<file path="config.mk">
export PLATFORM = sky130hd
export DESIGN_NAME = fetch_controller_flat
export DESIGN_NICKNAME = d
export VERILOG_FILES = /design/src/rtl/fetch_controller_if.sv /design/src/rtl/fetch_controller.sv /design/src/flat_wrapper.sv
export SDC_FILE = /design/constraint.sdc
export NUM_CORES = 1
export LEC_CHECK = 0
export BUFFER_PORTS_ARGS = -buffer_cell sky130_fd_sc_hd__buf_2
export CORE_UTILIZATION = 55
export DETAILED_ROUTE_END_ITERATION = 7
export GPL_TIMING_DRIVEN = 0
export PLACE_DENSITY = 0.78
export SYNTH_ARGS = -nofsm -noshare
export SYNTH_HDL_FRONTEND = slang
export SYNTH_SLANG_ARGS = --single-unit
</file>
<file path="constraint.sdc">
create_clock -name clk -period 5.4 [get_ports clk]
set_input_delay 0.27 -clock clk [delete_from_list [all_inputs] [get_ports clk]]
set_output_delay 0.27 -clock clk [all_outputs]
set_load 0.005 [all_outputs]
</file>
<file path="src/rtl/fetch_controller_if.sv">
// Front-end bus between the fetch controller, instruction memory and decode.
interface fetch_controller_if;
    logic        halt;
    logic        redirect_valid;
    logic [31:0] redirect_pc;
    logic        imem_req;
    logic [31:0] imem_addr;
    logic [31:0] imem_rdata;
    logic        if_valid;
    logic [31:0] if_instr;
    logic [31:0] if_pc;
    logic        if_ready;
    logic        busy;

    // Fetch controller side
    modport master (
        input  halt, redirect_valid, redirect_pc, imem_rdata, if_ready,
        output imem_req, imem_addr, if_valid, if_instr, if_pc, busy
    );

    // Core / memory side
    modport slave (
        output halt, redirect_valid, redirect_pc, imem_rdata, if_ready,
        input  imem_req, imem_addr, if_valid, if_instr, if_pc, busy
    );
endinterface

</file>
<file path="src/rtl/fetch_controller.sv">
// Instruction fetch controller: issues word fetches to a 1-cycle-latency
// instruction memory, buffers responses in a 2-entry FIFO toward decode,
// and handles halt, redirect and reset.
module fetch_controller #(
    parameter logic [31:0] RESET_PC  = 32'h0000_0000,
    parameter int          BUF_DEPTH = 2
) (
    input  logic               clk,
    input  logic               rst,
    fetch_controller_if.master bus
);
    localparam logic [1:0]  DEPTH   = 2'(BUF_DEPTH);
    localparam logic [31:0] BOOT_PC = RESET_PC & 32'hFFFF_FFFC;

    typedef enum logic [1:0] {BOOT, FETCH, HALTED} state_t;

    state_t           state;
    logic [31:0]      pc_q;        // next fetch address
    logic [31:0]      ipc_q;       // PC of the request in flight
    logic             inflight_q;  // a response arrives this cycle
    logic [1:0]       occ_q;
    logic [1:0][31:0] ins_q;       // entry 0 is the head
    logic [1:0][31:0] epc_q;

    logic       redir, deq, enq, issue, valid;
    logic [1:0] occ_after;

    // Issue / flush decisions for the current cycle
    always_comb begin
        redir     = bus.redirect_valid && (state != BOOT);
        valid     = (occ_q != 2'd0);
        deq       = valid && bus.if_ready;
        // a redirect kills the response arriving now
        enq       = inflight_q && !redir;
        occ_after = occ_q - {1'b0, deq};
        // the in-flight response already owns a slot, so count it
        issue     = (state == FETCH) && !bus.halt && !redir &&
                    ((occ_after + {1'b0, inflight_q}) < DEPTH);
    end

    assign bus.imem_req  = issue;
    assign bus.imem_addr = pc_q;
    assign bus.if_valid  = valid;
    assign bus.if_instr  = valid ? ins_q[0] : 32'h0;
    assign bus.if_pc     = valid ? epc_q[0] : 32'h0;
    assign bus.busy      = inflight_q || valid;

    // Control FSM; a redirect outranks halt so the new stream stays in FETCH
    always_ff @(posedge clk) begin
        if (rst) begin
            state <= BOOT;
        end else begin
            case (state)
                BOOT:    state <= bus.halt ? HALTED : FETCH;
                FETCH:   if (bus.halt && !redir) state <= HALTED;
                HALTED:  if (!bus.halt) state <= FETCH;
                default: state <= BOOT;
            endcase
        end
    end

    // Fetch PC and in-flight tracking
    always_ff @(posedge clk) begin
        if (rst) begin
            pc_q       <= BOOT_PC;
            ipc_q      <= 32'h0;
            inflight_q <= 1'b0;
        end else begin
            inflight_q <= issue;
            if (redir) begin
                pc_q <= bus.redirect_pc & 32'hFFFF_FFFC;
            end else if (issue) begin
                pc_q  <= pc_q + 32'd4;
                ipc_q <= pc_q;
            end
        end
    end

    // Two-entry response FIFO toward decode
    always_ff @(posedge clk) begin
        if (rst) begin
            occ_q <= 2'd0;
            ins_q <= '0;
            epc_q <= '0;
        end else if (redir) begin
            occ_q <= 2'd0;
        end else begin
            case ({enq, deq})
                2'b10: begin
                    ins_q[occ_q[0]] <= bus.imem_rdata;
                    epc_q[occ_q[0]] <= ipc_q;
                    occ_q           <= occ_q + 2'd1;
                end
                2'b01: begin
                    ins_q[0] <= ins_q[1];
                    epc_q[0] <= epc_q[1];
                    occ_q    <= occ_q - 2'd1;
                end
                2'b11: begin
                    if (occ_q == 2'd1) begin
                        ins_q[0] <= bus.imem_rdata;
                        epc_q[0] <= ipc_q;
                    end else begin
                        ins_q[0] <= ins_q[1];
                        epc_q[0] <= epc_q[1];
                        ins_q[1] <= bus.imem_rdata;
                        epc_q[1] <= ipc_q;
                    end
                end
                default: ;
            endcase
        end
    end
endmodule

</file>
<file path="src/flat_wrapper.sv">
// flat-port wrapper written by rule: the top's interface ports become plain ports
module fetch_controller_flat 
#(
    parameter logic [31:0] RESET_PC  = 32'h0000_0000,
    parameter int          BUF_DEPTH = 2
)
  (clk, rst, bus_halt, bus_redirect_valid, bus_redirect_pc, bus_imem_rdata, bus_if_ready, bus_imem_req, bus_imem_addr, bus_if_valid, bus_if_instr, bus_if_pc, bus_busy);
  fetch_controller_if bus_i ();
  input  logic clk;
  input  logic rst;
  input wire logic [$bits(bus_i.halt)-1:0] bus_halt;
  input wire logic [$bits(bus_i.redirect_valid)-1:0] bus_redirect_valid;
  input wire logic [$bits(bus_i.redirect_pc)-1:0] bus_redirect_pc;
  input wire logic [$bits(bus_i.imem_rdata)-1:0] bus_imem_rdata;
  input wire logic [$bits(bus_i.if_ready)-1:0] bus_if_ready;
  output wire logic [$bits(bus_i.imem_req)-1:0] bus_imem_req;
  output wire logic [$bits(bus_i.imem_addr)-1:0] bus_imem_addr;
  output wire logic [$bits(bus_i.if_valid)-1:0] bus_if_valid;
  output wire logic [$bits(bus_i.if_instr)-1:0] bus_if_instr;
  output wire logic [$bits(bus_i.if_pc)-1:0] bus_if_pc;
  output wire logic [$bits(bus_i.busy)-1:0] bus_busy;
  assign bus_i.halt = bus_halt;
  assign bus_i.redirect_valid = bus_redirect_valid;
  assign bus_i.redirect_pc = bus_redirect_pc;
  assign bus_i.imem_rdata = bus_imem_rdata;
  assign bus_i.if_ready = bus_if_ready;
  assign bus_imem_req = bus_i.imem_req;
  assign bus_imem_addr = bus_i.imem_addr;
  assign bus_if_valid = bus_i.if_valid;
  assign bus_if_instr = bus_i.if_instr;
  assign bus_if_pc = bus_i.if_pc;
  assign bus_busy = bus_i.busy;
  fetch_controller #(.RESET_PC(RESET_PC), .BUF_DEPTH(BUF_DEPTH)) u_core (.clk(clk), .rst(rst), .bus(bus_i));
endmodule
</file>
After elaboration in Yosys (flattened, before gate mapping). Cells that the tools add are included.

Bits in registers: 197. Output and inout port bits: 99. Memories: 0. ROM bits: 0. Word-level logic and storage cells: 72. Memory bits (writable): 0. Input port bits: 69. Latch bits: 0.

$mul: 0. Shifts and indexed selects: 0. Equal/unequal tests: 9. Div/mod/pow operators: 0. Reductions and logical operators: 23. Add/sub/neg operators: 5. Bitwise logic cells: 1. $lt $le $gt $ge: 3. Muxes and demuxes: 21.

Operators by type and width (number): $mux 32 (9); $pmux 32 s3 (2); $bwmux 64 (2); $pmux 32 s2 (2); $add 32x3->32 const B (1); $demux 32 s1 (1); $reduce_bool 2->1 (5); $logic_and 1x1->1 (8); $eq 2x1->1 const B (3); $eq 2x2->1 const B (3); $mux 2 (3); $ne 2x2->1 const B (3); $pmux 2 s3 (1); $reduce_and 2->1 (3); $pmux 2 s2 (1); $reduce_and 3->1 (1); $reduce_bool 3->1 (1); $add 2x1->2 (1); $add 2x1->2 const B (1); $logic_not 1->1 (2); $logic_not 2->1 (1); $lt 1x2->1 const B (1); $lt 2x2->1 const B (1); $reduce_or 2->1 (1); 5 further kinds (5).

Depth between registers and ports, before layout. Gate-level depths: netlist (run 1).

Depth in word-level cells: 8. Gate-level depth with buffers: 12. Mapped depth without buffers: 11.

Worst setup path after synthesis (run 1). No wires, ideal clock.

Path type: reg2reg. From: register u_core.occ_q[0]. To: register u_core.pc_q[25], in the netlist u_core.bus.imem_addr[25]. Path slack: 2.695 ns. Arrival: 2.614 ns. Cell stages (with the launch flop): 11. Period minus slack after synthesis: 2.705 ns. Library setup time: 0.091 ns. Path buffers: 0. Cell sequence: dfxtp_1 inv_1 ha_1 nand2b_1 inv_1 ha_1 and2b_1 xor2_2 nand2_2 or4_1 a311oi_1.

Longest elaborated chain between the ends: 7.

Ends and longest elaborated chain: start, declared (RTL line fetch_controller.sv:21) `logic [1:0] occ_q;`; start signal, assigned (RTL line fetch_controller.sv:92) `occ_q <= occ_q + 2'd1;`; start signal, assigned (RTL line fetch_controller.sv:97) `occ_q <= occ_q - 2'd1;`; $reduce_bool 2->1 (RTL line fetch_controller.sv:31) `valid = (occ_q != 2'd0);`; $logic_and 1x1->1 (RTL line fetch_controller.sv:32) `deq = valid && bus.if_ready;`; $sub 2x1->2 * (RTL line fetch_controller.sv:35) `occ_after = occ_q - {1'b0, deq};`; $add 2x1->2 * (RTL line fetch_controller.sv:38) `((occ_after + {1'b0, inflight_q}) < DEPTH);`; $lt 2x2->1 * (RTL line fetch_controller.sv:38); $logic_and 1x1->1 * (RTL line fetch_controller.sv:37) `issue = (state == FETCH) && !bus.halt && !redir &&`; $reduce_bool 2->1 (no line) *; end signal, assigned (RTL line fetch_controller.sv:71) `pc_q <= bus.redirect_pc & 32'hFFFF_FFFC;`; end signal, assigned (RTL line fetch_controller.sv:73) `pc_q <= pc_q + 32'd4;`; end, declared (RTL line fetch_controller.sv:18) `logic [31:0] pc_q;`.

Every way passes the cells marked *; elsewhere a longest branch is shown, timed or not. A chain may end at the register's enable or synchronous reset.

Final worst setup path (run 1).
From: register u_core.state[1]. To: register u_core.ins_q[20] (netlist bit).

Longest elaborated chain between the ends: 7. Elaborated cells between the ends (all ways): 11.

Ends and longest elaborated chain: start, declared (RTL line fetch_controller.sv:17) `state_t state;`; start signal, assigned (RTL line fetch_controller.sv:54) `BOOT: state <= bus.halt ? HALTED : FETCH;`; $reduce_bool 2->1 * (RTL line fetch_controller.sv:30) `redir = bus.redirect_valid && (state != BOOT);`; $logic_and 1x1->1 * (RTL line fetch_controller.sv:30); $logic_not 1->1 (RTL line fetch_controller.sv:34) `enq = inflight_q && !redir;`; $logic_and 1x1->1 (RTL line fetch_controller.sv:34); $eq 2x1->1 / $eq 2x2->1 (equally long branches) (RTL line fetch_controller.sv:88) `case ({enq, deq})`; $reduce_bool 3->1 (no line); $reduce_and 2->1 (no line); end signal, assigned by index (RTL line fetch_controller.sv:90) `ins_q[occ_q[0]] <= bus.imem_rdata;`; end, declared (RTL line fetch_controller.sv:22) `logic [1:0][31:0] ins_q;`.

Marked as above.

==> results of run 1 <==
routing by layer:
metal	global-route usage (%)	routed length [um]
met1	41.9	10400
met2	45.4	10300
met3	5.56	1960
met4	11.0	525
met5	0	0
kinds of logic after synthesis:
logic type	after synthesis	synth area share, %
other	1	0.0447
buffers and inverters	105	5.01
AOI/OAI and AO/OA	293	22.9
muxes	2	0.239
DFF	190	45.3
and+or+nand+nor	438	24.1
xor gates and xnor gates	9	1.12
adders and majority gates	9	1.34
worst min-delay path by stage:
stage                            start                to  slack (ns)  cells after the start
finish              bus_imem_rdata[29]  u_core.ins_q[61]        0.08                      3
global route        bus_imem_rdata[14]  u_core.ins_q[46]         0.1                      3
CTS                 bus_imem_rdata[29]  u_core.ins_q[61]        0.08                      3
detailed placement    u_core.ins_q[32]  u_core.ins_q[32]        0.45                      2
global placement      u_core.epc_q[44]  u_core.epc_q[44]        0.44                      2
floorplan                     bus_halt   u_core.state[0]        0.38                      1
sequential cells by signal, summed over array words and instances (netlist names):
signal                count
u_core.state              2
u_core.epc_q             61
u_core.ipc_q             30
u_core.ins_q             64
u_core.inflight_q         1
u_core.bus.imem_addr     30
u_core.occ_q              2
through the flow:
stage	utilization, %	setup slack, ns
6_report	68.3	1.50
5_1_grt	68.3	1.33
4_1_cts	68.2	1.49
3_5_place_dp	64.2	1.57
3_3_place_gp	64.2	1.62
2_1_floorplan	-	2.69
synth_stat cells (all sizes together) (9+ instances only):
library cell / number
dfxtp: 190
nor4: 9
a21oi: 106
buf: 14
o21ai: 11
clkbuf: 79
nor3: 13
a31oi: 14
a22oi: 64
inv: 12
nand4: 9
a211oi: 67
nor2b: 63
nand2: 221
ha: 9
nand3: 17
nor2: 77
power breakdown:
part           switching (mW)  internal [mW]  total (mW)  leakage, nW
clock network           0.546          0.710        1.26        0.284
logic                   0.183          0.113       0.296         1.74
registers              0.0435           1.45        1.49         1.54
total                   0.772           2.27        3.04         3.56
final cells by class:
cell class / count / area share [%]
well taps: 184 / 2.29
repair buffers: 163 / 8.13
clock buffers: 20 / 4.55
clock inverters: 12 / 1.35
flip-flops and latches: 190 / 37.9
inverters: 12 / 0.449
multi-input cells: 753 / 41.6
plain buffers: 93 / 3.74
tightest hold or removal path, cell delays in order:
cell and delay, ns:
buf_2 0.10, nand2_1 0.05, a21oi_1 0.05
==> reports/summary.txt, run 1 <==
Setup TNS - 0 ns
Worst R2R Start - u_core.state[1]
Tightest Pin Transition - 1.23 ns
synthesized area per cell - 8.01 um^2
Worst R2R End - u_core.ins_q[20]
max_cap viols - 0
Routed Antenna Nets - 0
DRC violations left - 9
CP endpoint - u_core.ins_q[20]
fillcell total - 1,298
worst reg2reg path depth - 8
final net count - 1,308
vias in the first global route - 7,268
most common cell after layout, fill and taps aside - nand2_1
CTS buffer count - 17
cell leakage power - 3.56 nW
largest net degree at the start of global routing - 17
Post-Route WL - 23,100 um
multi-input logic area - 4180 um^2
Seq/Total Area, Yosys - 45.3%
post_cts resized - 0
Post-synth EDFFs - 0
CP delay by family, top - compound AO/OA/AOI/OAI gates
WL/cell - 16.2 um
Max Fclk - 0.257 GHz
first-pass GRT wire length - 37,500 um
Crit path required time - 5.69 ns
Final period util - 72.2%
setup bufs post-CTS - 0
Synth cell types - 58
Worst Setup SP - u_core.state[1]
area of placed instances - 9440 um^2
FFs w/ async S/R, synth - 0%
failing checks - DRC
area leader, netlist - dfxtp_1
flop-to-flop setup slack - 1.50 ns
Fin. Hold Viols - 0
min Tclk post-route - 3.90 ns
Synth Cell Area - 8390 um^2
synth warn - 0
Final Hold Slack - 0.0829 ns
H-tree depth - 4
synthesis-stage register bit count - 190
slew margin rel. - 17.6%
Die Wd - 126 um
Site Rows - 44
Placed Cells incl. Taps - 1,395
routability cong. - 0.898
crit-path max cell delay - 0.95 ns
Overflow after GRT - 0
drt first pass iters - 8
Design Area, Final - 10,000 um^2
port bufs - 163
peak supply drop - 223 uV
Initial Util - 57.1%
total track usage - 29.8%
Post-Layout Cell Count - 1,427
CTS tree - yes
WP depth - 8
final setup vio count - 0
share of the synthesized area in the top cell type - 45.3%
Hold WC Path Type - in -> reg
Setup crit end kind - register
Critical Path AT - 4.19 ns
Pwr Total - 3.04 mW
Clk pin slew, worst setup/hold paths - 0.07 ns
Setup CP Type - reg -> reg
CP Launch Type - register
Final Skew - 0.00612 ns
Ports - 168
clk sinks - 190
Slowest cell on crit path - a211oi_1
total core area - 14,700 um^2
vias per cell - 5.74
unrepaired setup endpoints after global routing - no
CP bufs+invs - 3
antenna violations before repair - 0
Ant. Diodes - 0
Synth area leaders - dfxtp_1 45%, nand2_1 9.8%, a21oi_1 6.3%
chip height - 126 um
Slew Viols, Final - 0
# hold bufs at CTS - 0
PD cells - 303 nW/um^2
via count - 8,198
status - finished with violations
clk_lat worst skew - 0.43 ns
CTS max path bufs - 2
layout cells sized above 1 - 17.6%
clk root buf - clkbuf_16
commonest cells after routing, fill and taps aside - 220 x nand2_1, 190 x dfxtp_1, 172 x buf_2
Area Growth Syn to Fin - 19.6%
Synth Flop Type - dfxtp_1
CP max FO - 10
Die Area - 15,800 um^2
crit path cell chain - o21ai_0 > clkbuf_1 > nand2_1 > ha_1 > a211oi_1 > clkbuf_1 > buf_2 > a211oi_1
total area of sequential cells - 3800 um^2
hpwl dp - 16,500 um
Starting DRT DRC Count - 674
synthesized instance count - 1,047
No activity file was read; power rests on OpenSTA's default activity.
==> inputs of run 2 (changes only) <==
clock period = 3.6 ns   (was 5.4 ns; I/O delays follow)
==> run 2 against run 1 <==
Effect of this change: the run still ends with DRC left; sequential power up 50%; first-iteration DRC count rose by 2.1%; die area is the same; sequential cell count unchanged; cell area up 1.5%; critical path depth up 2; critical endpoint is now bus_imem_req.
==> reports/summary.txt, run 2 (synthesis results as in run 1) <==
status - finished with violations (unchanged)
failing checks - DRC (unchanged)
CTS tree - yes (unchanged)
DRC violations left - 9 (unchanged)
vias per cell - 5.74 (about the same)
Finished Core Util - 69.3% (was 68.3%)
PD cells - 450 nW/um^2 (was 303 nW/um^2)
hold path depth - 3 (unchanged)
Routed Antenna Nets - 0 (unchanged)
area of placed instances - 9440 um^2 (unchanged)
Final Hold Slack - 0.00275 ns (was 0.0829 ns)
min Tclk post-route - 3.31 ns
Tightest Pin Transition - 0.954 ns (was 1.23 ns)
Final period util - 92.0%
Largest register FFs - 64 (unchanged)
H-tree depth - 4 (unchanged)
Initial Util - 57.1% (unchanged)
Site Rows - 44 (unchanged)
routability cong. - 0.898 (unchanged)
Slew Viols, Final - 0 (unchanged)
max_cap viols - 0 (unchanged)
cell leakage power - 3.61 nW (was 3.56 nW)
Starting DRT DRC Count - 688 (was 674)
Overflow after GRT - 0 (unchanged)
layout cells sized above 1 - 17.9% (was 17.6%)
drt first pass iters - 8 (unchanged)
chip height - 126 um (unchanged)
final net count - 1,319 (was 1,308)
Hold WC Path Type - in -> reg (unchanged)
final setup vio count - 0 (unchanged)
CTS max path bufs - 2 (unchanged)
Design Area, Final - 10,200 um^2 (was 10,000 um^2)
Setup CP Type - reg -> out (was reg -> reg)
clk sinks - 190 (unchanged)
WL/cell - 16.2 um (about the same)
unrepaired setup endpoints after global routing - no (unchanged)
most common cell after layout, fill and taps aside - nand2_1 (unchanged)
Setup crit end kind - output port (was register)
Final Skew - 0.00782 ns (was 0.00612 ns)
total track usage - 29.9% (was 29.8%)
CP Launch Type - register (unchanged)
hpwl dp - 16,500 um (unchanged)
via count - 8,261 (was 8,198)
combinational cell fraction of total power - 10.0% (was 9.7%)
switching part of the total power - 25.5% (was 25.4%)
net switching power figure - 1.17 mW (was 772 uW)
Clock Power Share - 41.2% (was 41.3%)
Fin. Hold Viols - 0 (unchanged)
clk root buf - clkbuf_16 (unchanged)
Ant. Diodes - 0 (unchanged)
setup bufs post-CTS - 0 (unchanged)
Post-Layout Cell Count - 1,438 (was 1,427)
port bufs - 163 (unchanged)
slew margin rel. - 36.2% (was 17.6%)
Top Registers - u_core.ins_q (64), u_core.epc_q (61) (unchanged)
flop-to-flop setup slack - 0.32 ns (was 1.50 ns)
largest reg by FF count - u_core.ins_q (unchanged)
Pwr Total - 4.59 mW (was 3.04 mW)
Flop pwr share - 48.8% (was 49.0%)
Hold Path Sink - u_core.ins_q[35] (was u_core.ins_q[61])
Crit path required time - 3.42 ns (was 5.69 ns)
Worst R2R Start - u_core.occ_q[0] (was u_core.state[1])
Die Area - 15,800 um^2 (unchanged)
Ports - 168 (unchanged)
antenna violations before repair - 0 (unchanged)
Post-Route WL - 23,400 um (was 23,100 um)
Placed Cells incl. Taps - 1,395 (unchanged)
Worst R2R End - u_core.bus.imem_addr[3] (was u_core.ins_q[20])
CP max FO - 13 (was 10)
first-pass GRT wire length - 37,700 um (was 37,500 um)
commonest cells after routing, fill and taps aside - 220 x nand2_1, 190 x dfxtp_1, 172 x buf_2 (unchanged)
peak supply drop - 335 uV (was 223 uV)
CTS buffer count - 17 (unchanged)
internal power - 3.42 mW (was 2.27 mW)
total core area - 14,700 um^2 (unchanged)
Clk pin slew, worst setup/hold paths - 0.07 ns (about the same)
Max Fclk - 0.302 GHz
Critical Path AT - 3.13 ns (was 4.19 ns)
Die Wd - 126 um (unchanged)
Worst Hold Launch - bus_imem_rdata[3] (was bus_imem_rdata[29])
Area Growth Syn to Fin - 21.4% (was 19.6%)
worst reg2reg path depth - 12 (was 8)
vias in the first global route - 7,309 (was 7,268)
clk_lat worst skew - 0.43 ns (about the same)
largest net degree at the start of global routing - 17 (unchanged)
-- run 2: cell types whose count changed in the layout (fill, tap and decap cells not counted), sizes merged --
cell	previous run	this run
clkinvlp	3	4
dlygate4sd3	0	12
inv	14	13
clkbuf	99	98
-- run 2: worst max-delay path by stage --
stage / start / end / cells after the start
after floorplan: u_core.occ_q[0] / u_core.bus.imem_addr[25] / 10
after global placement: u_core.state[1] / u_core.ins_q[24] / 8
after detailed placement: u_core.state[1] / u_core.ins_q[57] / 10
after CTS: u_core.occ_q[0] / bus_imem_req / 10
after global routing: u_core.occ_q[0] / u_core.ipc_q[29] / 12
final: u_core.occ_q[0] / bus_imem_req / 10
-- run 2: worst max-delay path: stages (launching register included) --
cell        delay [ns]
dfxtp_1           0.47
inv_1             0.07
ha_1              0.23
nand2b_1          0.25
inv_1             0.18
ha_1              0.25
and2b_1           0.30
xor2_4            0.32
nand2_2           0.19
clkinvlp_4        0.28
buf_2             0.15
-- run 2: layout make-up --
class	instances	area [um^2]
Buffer	92	375
Sequential cell	190	3800
Timing Repair Buffer	175	936
Tap cell	184	230
Multi-Input combinational cell	753	4200
Fill cell	1276	4510
Clock buffer	20	457
Clock inverter	12	135
Inverter	12	48.8
-- run 2: routing by layer --
metal | global-route usage, % | wire length [um] | vias to the layer above
met5 | 0 | 0 | -
met2 | 45.7 | 10400 | 375
met1 | 42.1 | 10500 | 3771
met3 | 5.56 | 1970 | 41
met4 | 11.0 | 479 | 0
li1 | - | - | 4074
-- run 2: power groups by stage --
stage,clock network (mW),registers (mW),logic (mW)
floorplan,0,2.27,0.279
global placement,0,2.28,0.432
detailed placement,0,2.28,0.438
CTS,1.89,2.24,0.452
global route,1.98,2.25,0.505
finish,1.89,2.24,0.458
-- run 2: stage by stage --
step / setup TNS [ns] / worst slack, ns
after detailed placement: -17.89 / -0.235
after floorplan: 0 / 0.895
final: 0 / 0.287
after global placement: -7.76 / -0.178
after global routing: 0 / 0.0135
after CTS: 0 / 0.113
-- run 2: timing repair --
item / CTS / global route
hold buffers: 12 / 0
setup endpoints to repair: 116 / 138
cloned: 0 / 0
resized for setup: 2 / 10
endpoints found under the hold margin: 12 / 0
==> inputs of run 3 (changes only) <==
--- a/config.mk
+++ b/config.mk
@@ -8,6 +8,8 @@
 export BUFFER_PORTS_ARGS = -buffer_cell sky130_fd_sc_hd__buf_2
-export CORE_UTILIZATION = 55
+export CELL_PAD_IN_SITES_DETAIL_PLACEMENT = 1
+export CELL_PAD_IN_SITES_GLOBAL_PLACEMENT = 1
+export CORE_UTILIZATION = 40
 export DETAILED_ROUTE_END_ITERATION = 7
 export GPL_TIMING_DRIVEN = 0
-export PLACE_DENSITY = 0.78
+export PLACE_DENSITY = 0.77
 export SYNTH_ARGS = -nofsm -noshare
--- a/constraint.sdc
+++ b/constraint.sdc
@@ -3,2 +3,2 @@
 set_output_delay 0.18 -clock clk [all_outputs]
-set_load 0.005 [all_outputs]
+set_load 0.01 [all_outputs]
==> run 3 against run 2 <==
Effect of this change: the flow now finishes without violations; die area increased by 37%; first-iteration DRC count decreased by 36%; cell count increased by 7.5%; clock power increased by 4%; power increased by 2.5%; non-clock buffer count increased by 22; maximum frequency about the same; sequential power about the same; cell area increased by 3.3%; combinational power increased by 10%; clock skew increased by 0.0059 ns.
==> reports/summary.txt, run 3 (synthesis results as in run 1) <==
most common cell after layout, fill and taps aside - nand2_1 (unchanged)
Worst R2R Start - u_core.occ_q[0] (unchanged)
final setup vio count - 0 (unchanged)
Crit path required time - 3.42 ns (about the same)
Slowest cell on crit path - dfxtp_2 (was dfxtp_1)
Hold WC Path Type - in -> reg (unchanged)
Final Hold Slack - 0.00388 ns (was 0.00275 ns)
Pwr Total - 4.70 mW (was 4.59 mW)
Slew Viols, Final - 0 (unchanged)
Worst R2R End - u_core.bus.imem_addr[27] (was u_core.bus.imem_addr[3])
via count - 8,430 (was 8,261)
worst reg2reg path depth - 11 (was 12)
vias per cell - 5.45 (was 5.74)
Overflow after GRT - 0 (unchanged)
routability cong. - 0.874 (was 0.898)
Clk pin slew, worst setup/hold paths - 0.08 ns (was 0.07 ns)
Area Growth Syn to Fin - 25.5% (was 21.4%)
peak supply drop - 338 uV (was 335 uV)
Post-Route WL - 27,900 um (was 23,400 um)
Setup crit end kind - output port (unchanged)
slew margin rel. - 32.7% (was 36.2%)
total track usage - 26.2% (was 29.9%)
Max Fclk - 0.302 GHz (about the same)
antenna violations before repair - 0 (unchanged)
vias in the first global route - 8,273 (was 7,309)
chip height - 147 um (was 126 um)
fillcell total - 2,583 (was 1,276)
min Tclk post-route - 3.31 ns (about the same)
Starting DRT DRC Count - 440 (was 688)
PD cells - 447 nW/um^2 (was 450 nW/um^2)
commonest cells after routing, fill and taps aside - 220 x nand2_1, 189 x dfxtp_1, 174 x buf_2 (was 220 x nand2_1, 190 x dfxtp_1, 172 x buf_2)
largest net degree at the start of global routing - 20 (was 17)
multi-input logic area - 4200 um^2 (unchanged)
max_cap viols - 0 (unchanged)
final net count - 1,341 (was 1,319)
Setup CP Type - reg -> out (unchanged)
CP Launch Type - register (unchanged)
total area of sequential cells - 3800 um^2 (about the same)
unrepaired setup endpoints after global routing - no (unchanged)
Final period util - 92.0% (about the same)
clk_lat worst skew - 0.45 ns (was 0.43 ns)
Ant. Diodes - 0 (unchanged)
status - finished, final reports clean (was finished with violations)
H-tree depth - 4 (unchanged)
CTS max path bufs - 2 (unchanged)
crit-path max cell delay - 0.42 ns (was 0.47 ns)
first-pass GRT wire length - 44,300 um (was 37,700 um)
Ports - 168 (unchanged)
Die Wd - 147 um (was 126 um)
CTS buffer count - 17 (unchanged)
Fin. Hold Viols - 0 (unchanged)
DRC violations left - 0 (was 9)
flop-to-flop setup slack - 0.29 ns (was 0.32 ns)
Hold Path Sink - u_core.state[0] (was u_core.ins_q[35])
Critical Path AT - 3.13 ns (about the same)
Worst Hold Launch - bus_halt (was bus_imem_rdata[3])
Initial Util - 41.1% (was 57.1%)
layout cells sized above 1 - 18.1% (was 17.9%)
largest reg by FF count - u_core.ins_q (unchanged)
CTS tree - yes (unchanged)
Site Rows - 52 (was 44)
WL/cell - 18.0 um (was 16.2 um)
hold path depth - 2 (was 3)
hpwl dp - 19,400 um (was 16,500 um)
clk sinks - 190 (unchanged)
crit path cell chain - inv_1 > ha_1 > nand2b_1 > inv_1 > ha_1 > and2b_1 > xor2_4 > nand2_2 > clkinvlp_4 > buf_2 (unchanged)
Die Area - 21,600 um^2 (was 15,800 um^2)
Routed Antenna Nets - 0 (unchanged)
CP max FO - 10 (was 13)
port bufs - 163 (unchanged)
clk root buf - clkbuf_16 (unchanged)
Largest register FFs - 64 (unchanged)
Tightest Pin Transition - 1.01 ns (was 0.954 ns)
total core area - 20,400 um^2 (was 14,700 um^2)
drt first pass iters - 5 (was 8)
Final Skew - 0.0137 ns (was 0.00782 ns)
Top Registers - u_core.ins_q (64), u_core.epc_q (61) (unchanged)
Setup TNS - 0 ns (unchanged)
cell leakage power - 3.73 nW (was 3.61 nW)
## run 3: cell types whose count changed in the layout (fill, tap and decap cells not counted), sizes merged
| cell | previous run | this run |
|---|---|---|
| buf | 177 | 181 |
| dlygate4sd3 | 12 | 32 |
| clkbuf | 98 | 94 |
| inv | 13 | 19 |
| clkinv | 5 | 4 |
| bufinv | 2 | 1 |
| clkinvlp | 4 | 2 |
## run 3: layout make-up
class                           instances  share of cell area [%]
Multi-Input combinational cell        753                    39.9
Sequential cell                       190                    36.1
Timing Repair Buffer                  197                    10.9
Clock buffer                           18                    4.17
Buffer                                 92                    3.58
Tap cell                              270                    3.21
Clock inverter                         14                    1.62
Inverter                               12                   0.464
## run 3: where the power goes
group / internal [mW] / switching, mW / leakage, nW
combinational: 0.196 / 0.309 / 1.89
sequential: 2.17 / 0.0674 / 1.54
clock: 1.02 / 0.938 / 0.297
total: 3.39 / 1.31 / 3.73
## run 3: what timing repair did
item                                    CTS  global route
pin swaps                                 0             0
hold buffers                             32             0
gates cloned                              0             0
endpoints found under the hold margin    32             0
endpoints found under the setup margin   94            78
setup buffers                             0             1
resized for setup                         7            10
## run 3: stage by stage
stage	setup slack (ns)	cells	instance area [um^2]	util (%)
3_3_place_gp	-0.469	1481	9550	46.7
5_1_grt	0.109	1546	10500	51.5
2_1_floorplan	0.895	1048	8390	-
3_5_place_dp	-0.485	1482	9550	46.8
6_report	0.287	1546	10500	51.5
4_1_cts	0.0370	1545	10500	51.4
## run 3: layer usage
| layer | share of wire [%] | up-vias | GRT usage (%) |
|---|---|---|---|
| li1 | - | 4110 | - |
| met1 | 46 | 4018 | 35.1 |
| met2 | 47 | 261 | 42.5 |
| met3 | 5.2 | 41 | 4.47 |
| met4 | 1.9 | 0 | 8.65 |
| met5 | 0 | - | 0 |
## run 3: how the worst max path moves through the flow
stage,from,end,cells past startpoint
3_5_place_dp,u_core.state[1],u_core.ins_q[16],8
2_1_floorplan,u_core.occ_q[0],u_core.bus.imem_addr[25],10
3_3_place_gp,u_core.state[1],u_core.ins_q[4],8
4_1_cts,u_core.occ_q[0],u_core.ipc_q[27],12
5_1_grt,u_core.occ_q[1],u_core.bus.imem_addr[9],11
6_report,u_core.occ_q[0],bus_imem_req,10
## run 3: worst max-delay path: cells and delay by family, from the launching register on
family,cells,cell delay [ns]
AND/OR/NAND/NOR,3,0.79
buffers and inverters,4,0.61
adder cells (fa/ha/maj),2,0.51
flip-flops,1,0.42
XOR/XNOR,1,0.35
